===== src/rtl/adc_spi_ctrl.sv =====
`timescale 1ns/1ps
// adc_spi_ctrl: SPI master for the ADC128S022 8-channel 12-bit ADC.
// A CPU write starts one conversion on the requested channel. Because the ADC
// converts the channel addressed in the previous frame, an extra PRIME frame is
// sent whenever the ADC's address pointer is not already known to match.
module adc_spi_ctrl #(
    parameter int CLK_DIV = 8
) (
    input  logic        CLK,
    input  logic        RESET,
    input  logic        ADC_WE,
    input  logic [31:0] ADC_WD,
    output logic [31:0] ADC_RD,
    output logic        ADC_CS_N,
    output logic        ADC_SCLK,
    output logic        ADC_DIN,
    input  logic        ADC_DOUT
);
    localparam int DIV_W = (CLK_DIV > 1) ? $clog2(CLK_DIV) : 1;
    localparam logic [DIV_W-1:0] DIV_LAST = DIV_W'(CLK_DIV - 1);

    localparam logic [2:0] ST_IDLE  = 3'd0;
    localparam logic [2:0] ST_SETUP = 3'd1;
    localparam logic [2:0] ST_BITS  = 3'd2;
    localparam logic [2:0] ST_GAP   = 3'd3;
    localparam logic [2:0] ST_DONE  = 3'd4;

    logic [2:0]       r_state;
    logic [DIV_W-1:0] r_div;
    logic [4:0]       r_phase;
    logic [2:0]       r_reqCh;
    logic [2:0]       r_lastCh;
    logic [2:0]       r_resCh;
    logic             r_chanKnown;
    logic             r_prime;
    logic             r_busy;
    logic             r_valid;
    logic [11:0]      r_shift;
    logic [11:0]      r_result;
    logic             r_csN;
    logic             r_sclk;
    logic             r_din;

    logic             w_phaseEnd;
    logic [3:0]       w_slot;
    logic [3:0]       w_nextSlot;
    logic             w_needPrime;
    logic             w_unusedWdBits;

    // Phase phase r_phase holds 2*slot + (0 falling, 1 rising)
    assign w_phaseEnd     = (r_div == DIV_LAST);
    assign w_slot         = r_phase[4:1];
    assign w_nextSlot     = w_slot + 4'd1;
    assign w_needPrime    = !(r_chanKnown && (r_lastCh == ADC_WD[2:0]));
    assign w_unusedWdBits = ^ADC_WD[31:3];

    assign ADC_RD   = {r_busy, r_valid, 11'd0, r_resCh, 4'd0, r_result};
    assign ADC_CS_N = r_csN;
    assign ADC_SCLK = r_sclk;
    assign ADC_DIN  = r_din;

    // Address bits go out MSB first in slots 2..4; every other slot sends 0
    function automatic logic dinFor(input logic [3:0] slot, input logic [2:0] ch);
        case (slot)
            4'd2:    dinFor = ch[2];
            4'd3:    dinFor = ch[1];
            4'd4:    dinFor = ch[0];
            default: dinFor = 1'b0;
        endcase
    endfunction

    // Divider restarts at every phase boundary so each phase lasts exactly CLK_DIV cycles
    always_ff @(posedge CLK) begin
        if (RESET || r_state == ST_IDLE || r_state == ST_DONE || w_phaseEnd) begin
            r_div <= '0;
        end else begin
            r_div <= r_div + 1'b1;
        end
    end

    // Frame sequencer: drives CS/SCLK/DIN, shifts in DOUT and publishes the result
    always_ff @(posedge CLK) begin
        if (RESET) begin
            r_state     <= ST_IDLE;
            r_phase     <= '0;
            r_reqCh     <= '0;
            r_lastCh    <= '0;
            r_resCh     <= '0;
            r_chanKnown <= 1'b0;
            r_prime     <= 1'b0;
            r_busy      <= 1'b0;
            r_valid     <= 1'b0;
            r_shift     <= '0;
            r_result    <= '0;
            r_csN       <= 1'b1;
            r_sclk      <= 1'b1;
            r_din       <= 1'b0;
        end else begin
            case (r_state)
                ST_IDLE: begin
                    if (ADC_WE) begin
                        r_reqCh <= ADC_WD[2:0];
                        r_prime <= w_needPrime;
                        r_busy  <= 1'b1;
                        r_valid <= 1'b0;
                        r_csN   <= 1'b0;
                        r_sclk  <= 1'b1;
                        r_state <= ST_SETUP;
                    end
                end
                ST_SETUP: begin
                    if (w_phaseEnd) begin
                        r_state <= ST_BITS;
                        r_phase <= '0;
                        r_sclk  <= 1'b0;
                        r_din   <= dinFor(4'd0, r_reqCh);
                    end
                end
                ST_BITS: begin
                    if (w_phaseEnd) begin
                        r_phase <= r_phase + 5'd1;
                        if (!r_phase[0]) begin
                            r_sclk <= 1'b1;
                            if (w_slot >= 4'd4) begin
                                r_shift <= {r_shift[10:0], ADC_DOUT};
                            end
                        end else if (r_phase == 5'd31) begin
                            r_state <= ST_GAP;
                            r_csN   <= 1'b1;
                            r_din   <= 1'b0;
                        end else begin
                            r_sclk <= 1'b0;
                            r_din  <= dinFor(w_nextSlot, r_reqCh);
                        end
                    end
                end
                ST_GAP: begin
                    if (w_phaseEnd) begin
                        r_lastCh    <= r_reqCh;
                        r_chanKnown <= 1'b1;
                        if (r_prime) begin
                            r_prime <= 1'b0;
                            r_csN   <= 1'b0;
                            r_state <= ST_SETUP;
                        end else begin
                            r_state <= ST_DONE;
                        end
                    end
                end
                ST_DONE: begin
                    r_result <= r_shift;
                    r_resCh  <= r_reqCh;
                    r_valid  <= 1'b1;
                    r_busy   <= 1'b0;
                    r_state  <= ST_IDLE;
                end
                default: begin
                    r_state <= ST_IDLE;
                end
            endcase
        end
    end
endmodule


===== config.mk =====
export PLATFORM = sky130hd
export DESIGN_NAME = adc_spi_ctrl
export DESIGN_NICKNAME = d
export VERILOG_FILES = /design/src/rtl/adc_spi_ctrl.sv
export SDC_FILE = /design/constraint.sdc
export NUM_CORES = 1
export LEC_CHECK = 0
export CAP_MARGIN = 10
export CORE_ASPECT_RATIO = 2
export CORE_MARGIN = 8
export CORE_UTILIZATION = 28
export DETAILED_ROUTE_END_ITERATION = 16
export GPL_TIMING_DRIVEN = 0
export PLACE_DENSITY = 0.53
export SYNTH_ARGS = -nofsm -noshare
export SYNTH_HDL_FRONTEND = slang
export SYNTH_SLANG_ARGS = --single-unit

===== constraint.sdc =====
create_clock -name CLK -period 5.3 [get_ports CLK]
set_input_delay 0.795 -clock CLK [delete_from_list [all_inputs] [get_ports CLK]]
set_output_delay 0.795 -clock CLK [all_outputs]
set_load 0.03 [all_outputs]

## Word level (Yosys, flattened, before mapping)

Index checks and enable logic that the tools add are counted.

| word-level totals | value |
|---|---|
| flip-flop bits (word level) | 51 |
| input bits | 36 |
| output and inout bits | 35 |
| logic and storage cells | 92 |

| cells by class | value |
|---|---|
| add/sub/neg operators | 3 |
| order comparisons | 1 |
| eq/ne operators | 18 |
| mux-type cells | 33 |
| bitwise gates (word level) | 1 |
| reductions and logical operators | 21 |

Operators by type and width:

| cell | number |
|---|---|
| 3-bit two-way mux | 7 |
| 1-bit two-way mux | 15 |
| 2-bit inequality test, second input constant | 7 |
| 3-bit case mux with 4 select lines | 1 |
| 5-bit two-way mux | 2 |
| 5-bit case mux with 2 select lines | 1 |
| 1-bit case mux with 3 select lines | 3 |
| 4-bit by 2-bit == test with 1-bit output, second input constant | 2 |
| 1-bit case mux with 2 select lines | 4 |
| 4-bit AND reduction | 2 |
| 7-bit AND reduction | 1 |
| 3-bit by 2-bit == test with 1-bit output, second input constant | 2 |
| 3-bit == test, second input constant | 2 |
| 2-bit AND reduction | 3 |
| 3-bit AND reduction | 2 |
| 6-bit AND reduction | 1 |
| 2-bit nonzero test | 3 |
| 3-bit nonzero test | 2 |
| 5-bit by 1-bit adder with 5-bit output, second input constant | 1 |
| 5-bit == test, second input constant | 1 |
| 5-bit AND reduction | 1 |
| 4-bit by 1-bit adder with 4-bit output, second input constant | 1 |
| 4-bit by 3-bit == test with 1-bit output, second input constant | 1 |
| 4-bit by 3-bit >= comparator with 1-bit output, second input constant | 1 |
| 9 further kinds | 11 |

## Longest topological paths before layout

| logic depth | value |
|---|---|
| word-level depth | 7 |
| depth in mapped cells | 8 |

## Least setup slack after synthesis

No wires, ideal clock.

| path | value |
|---|---|
| path kind | register to register |
| start | register r_phase[1] |
| end | register r_sclk, in the netlist ADC_SCLK |
| arrival time | 1667 ps |
| required time | 5178 ps |
| slack | 3512 ps |
| stages on the path, launching flop included | 7 |
| buffers on the path | 0 |
| clock period less this slack | 1788 ps |
| cell sequence | dfxtp_1 > ha_1 > and3_2 > ha_1 > a311o_1 > a21o_1 > a221o_1 |

| on the way | value |
|---|---|
| longest elaborated chain between the ends | 3 |

Ends and longest elaborated chain:

| element | line | RTL |
|---|---|---|
| start: declaration | 30 | `logic [4:0] r_phase;` |
| start signal: assignment | 121 | `r_phase <= r_phase + 5'd1;` |
| 5-bit == test | 127 | `end else if (r_phase == 5'd31) begin` |
| 3-bit inequality test (no line) | - |  |
| 5-bit AND reduction (no line) | - |  |
| end signal: assignment | 115 | `r_sclk <= 1'b0;` |
| end signal: assignment | 123 | `r_sclk <= 1'b1;` |
| end signal: assignment | 132 | `r_sclk <= 1'b0;` |
| end: declaration | 41 | `logic r_sclk;` |

Every way passes these cells.
A chain may end at the register's enable or synchronous reset.

## Worst setup path in the final report

| path | value |
|---|---|
| start | register r_valid |
| end | output port ADC_RD[30] |

RTL lines:

| element | line | RTL |
|---|---|---|
| start: declaration | 37 | `logic r_valid;` |
| start signal: assignment | 92 | `r_valid <= 1'b0;` |
| start signal: assignment | 105 | `r_valid <= 1'b0;` |
| start signal: assignment | 153 | `r_valid <= 1'b1;` |
| end: declaration | 13 | `output logic [31:0] ADC_RD,` |

No word-level cell between the ends.

==> flow_metrics.tcl <==
set metrics [dict create \
    status "completed" \
    timing.rr.end "ADC_SCLK$_SDFFE_PP1P_" \
    firstDrtPassIters 4 \
    reg2reg_depth 6 \
    synth_cell_types 50 \
    syn_to_final_growth_pct 26.2 \
    grtUsageMet2_pct 19.8 \
    top_usage_layer "met2" \
    cts_tree "yes" \
    slew_headroom_pct 62.0 \
    post_dp_cell_area_mm2 0.00276 \
    slew_viol_final 0 \
    hpwl_um 4430 \
    required_ns 4.51 \
    avgRoutedWirePerCell_um 14.3 \
    placedCellCount 407 \
    synth_area_mm2 0.00233 \
    hold_path_depth 1 \
    drt_iter0_markers 113 \
    ys_seq_area_share_pct 43.9 \
    fin_nets 356 \
    cp_max_fo 2 \
    grt.overflow.total 0 \
    multi_input_area_mm2 0.00111 \
    synth_area_leaders "dfxtp_1, a21oi_1, buf_4" \
    finalCritPeriodShare_pct 41.0 \
    leakage_uw 0.00108 \
    grt_util_met1_pct 10.2 \
    yosysMostFrequentCell "dfxtp_1" \
    syn_inst 269 \
    worst_ep_arrival_time_ns 1.38 \
    grt_pass1_wl_um 9810 \
    synth_common_cells "dfxtp_1, nand2_1, a21oi_1" \
    die_w_um 80.4 \
    vdd_drop_max_v 0.000183 \
    numCtsBuffers 5 \
    worstSetupPathType "reg2out" \
    drive_gt1_share_pct 13.9 \
    fin_crit_ns 2.17 \
    syn_area_per_cell_um2 8.65 \
    final.setup_skew_ns 0.00525 \
    worstHoldStart "r_div[0]$_SDFF_PP0_" \
    viasPerCell 4.86 \
    ctsResizeCount 0 \
    regToRegStartpoint "r_phase[1]$_SDFFE_PP0P_" \
    seq_area_mm2 0.00102 \
    grt_start_max_net_pins 16 \
    clk_pin_slew_ns 0.06 \
    yosys_warnings 0 \
    first_global_vias 2033 \
    stdcell_area_mm2 0.00294 \
    synth-edff-count 0 \
    r2r_slack_ns 3.39 \
    power_density_mw_per_mm2 287 \
    routabilityCongestion 0.794 \
    synth-async-reset-ratio_pct 0 \
    drc_errors 0 \
    drt_wl_total_um 5940 \
    hold_buffers 0 \
    clockRootBuffer "clkbuf_16" \
    htree_levels 2 \
    grt_use_total_pct 10.8 \
    std_cell_rows 47 \
    antenna_left 0 \
    coreArea_mm2 0.00817 \
    vias 2016 \
    hold_path_class "reg2reg" \
    cts_sinks 51 \
    rsz0062_at_grt "no" \
    tightest_slew_ns 0.568 \
    clockBufferDepth 2 \
    antenna_cells 0 \
    io_pins 71 \
    finalSetupViolCount 0 \
    die_h_um 145 \
    start_util_pct 28.5 \
    io_buffers 26 \
    instances_no_fill 415 \
    yosys.area.top_type "dfxtp_1" \
    clkLatencyLatePin_ns 0.29 \
    antenna_found_initial 0 \
    grt_use_met3_pct 2.66 \
    post_cts_buffers 0 \
    min_to "r_div[0]$_SDFF_PP0_" \
    max_freq_ghz 0.460 \
    ys_ff_latch 51 \
    hold_viol_final 0 \
    final_util_pct 35.9 \
    ys.flop_type "dfxtp_1" \
    nFillCells 855 \
    dieArea_mm2 0.0117 \
    setup_tns_ns 0 \
    power_uw 843 \
    start_kind "flop" \
    maxCapViolCount 0 \
    end_kind "output port" \
    synth_top_area_share_pct 43.9 \
]
-- power by group --
part	internal [µW]	switching, µW
clock	235	145
sequential	388	4.22
combinational	28.5	41.4
-- layout by cell type, fill, tap and decap left out, types with 2 or more instances in the layout --
master and n:
a211oi_1 2, a21oi_1 35, a221o_1 2, and2_1 2
and4_1 2, buf_2 7, buf_4 21, clkbuf_1 9
clkbuf_16 5, clkdlybuf4s50_1 26, conb_1 15, dfxtp_1 51
ha_1 4, inv_1 3, mux2i_1 7, nand2_1 37
nand2b_1 5, nand3_1 14, nor2_1 12, nor3_1 3
o21ai_0 17, o32ai_1 2, xnor2_1 4
-- cell families after synthesis --
family | share of synthesized area (%)
flip-flops | 43.9
AND/OR/NAND/NOR | 21.6
adder cells (fa/ha/maj) | 2.15
multiplexers | 3.50
other | 0.161
AO/OA/AOI/OAI | 16.3
buffers and inverters | 10.5
XOR/XNOR | 1.88
-- layout make-up --
| type | count | share of cell area (%) |
|---|---|---|
| tap | 98 | 4.18 |
| inverter | 3 | 0.384 |
| buffer | 38 | 7.97 |
| timing repair buffer | 26 | 8.87 |
| clock buffer | 6 | 4.73 |
| multi-input combinational | 191 | 37.9 |
| sequential | 51 | 34.8 |
| clock inverter | 2 | 1.19 |
-- sequential cells by signal, summed over array words and instances, names as in the netlist, 3 cells and up --
signal    flops
r_result     12
r_state       3
r_lastCh      3
r_phase       5
r_resCh       3
r_shift      12
r_div         3
r_reqCh       3
-- per-stage QoR --
stage	setup slack, ns	hold slack, ns
3_3_place_gp	2.99	0.420
2_1_floorplan	3.51	0.407
6_report	3.13	0.443
4_1_cts	3.11	0.444
5_1_grt	3.07	0.467
3_5_place_dp	2.98	0.433
-- per-layer routing --
| layer | vias to the layer above | routed length, µm |
|---|---|---|
| li1 | 996 | - |
| met1 | 955 | 2250 |
| met2 | 52 | 3180 |
| met3 | 13 | 316 |
| met4 | 0 | 195 |
| met5 | - | 0 |
-- critical path: stages (launching register included) --
cell and delay (ns):
dfxtp_1 0.33, buf_4 0.10, clkdlybuf4s50_1 0.65
-- worst max-delay path by stage --
stage	startpoint	end	slack [ns]	cells past startpoint
2_1_floorplan	r_phase[1]$_SDFFE_PP0P_	ADC_SCLK$_SDFFE_PP1P_	3.51	6
3_3_place_gp	RESET	r_result[4]$_SDFFE_PP0P_	2.99	4
3_5_place_dp	ADC_WE	r_prime$_SDFFE_PP0P_	2.98	4
4_1_cts	r_valid$_SDFFE_PP0P_	ADC_RD[30]	3.11	2
5_1_grt	r_valid$_SDFFE_PP0P_	ADC_RD[30]	3.07	2
6_report	r_valid$_SDFFE_PP0P_	ADC_RD[30]	3.13	2
(Power assumes the default switching activity.)
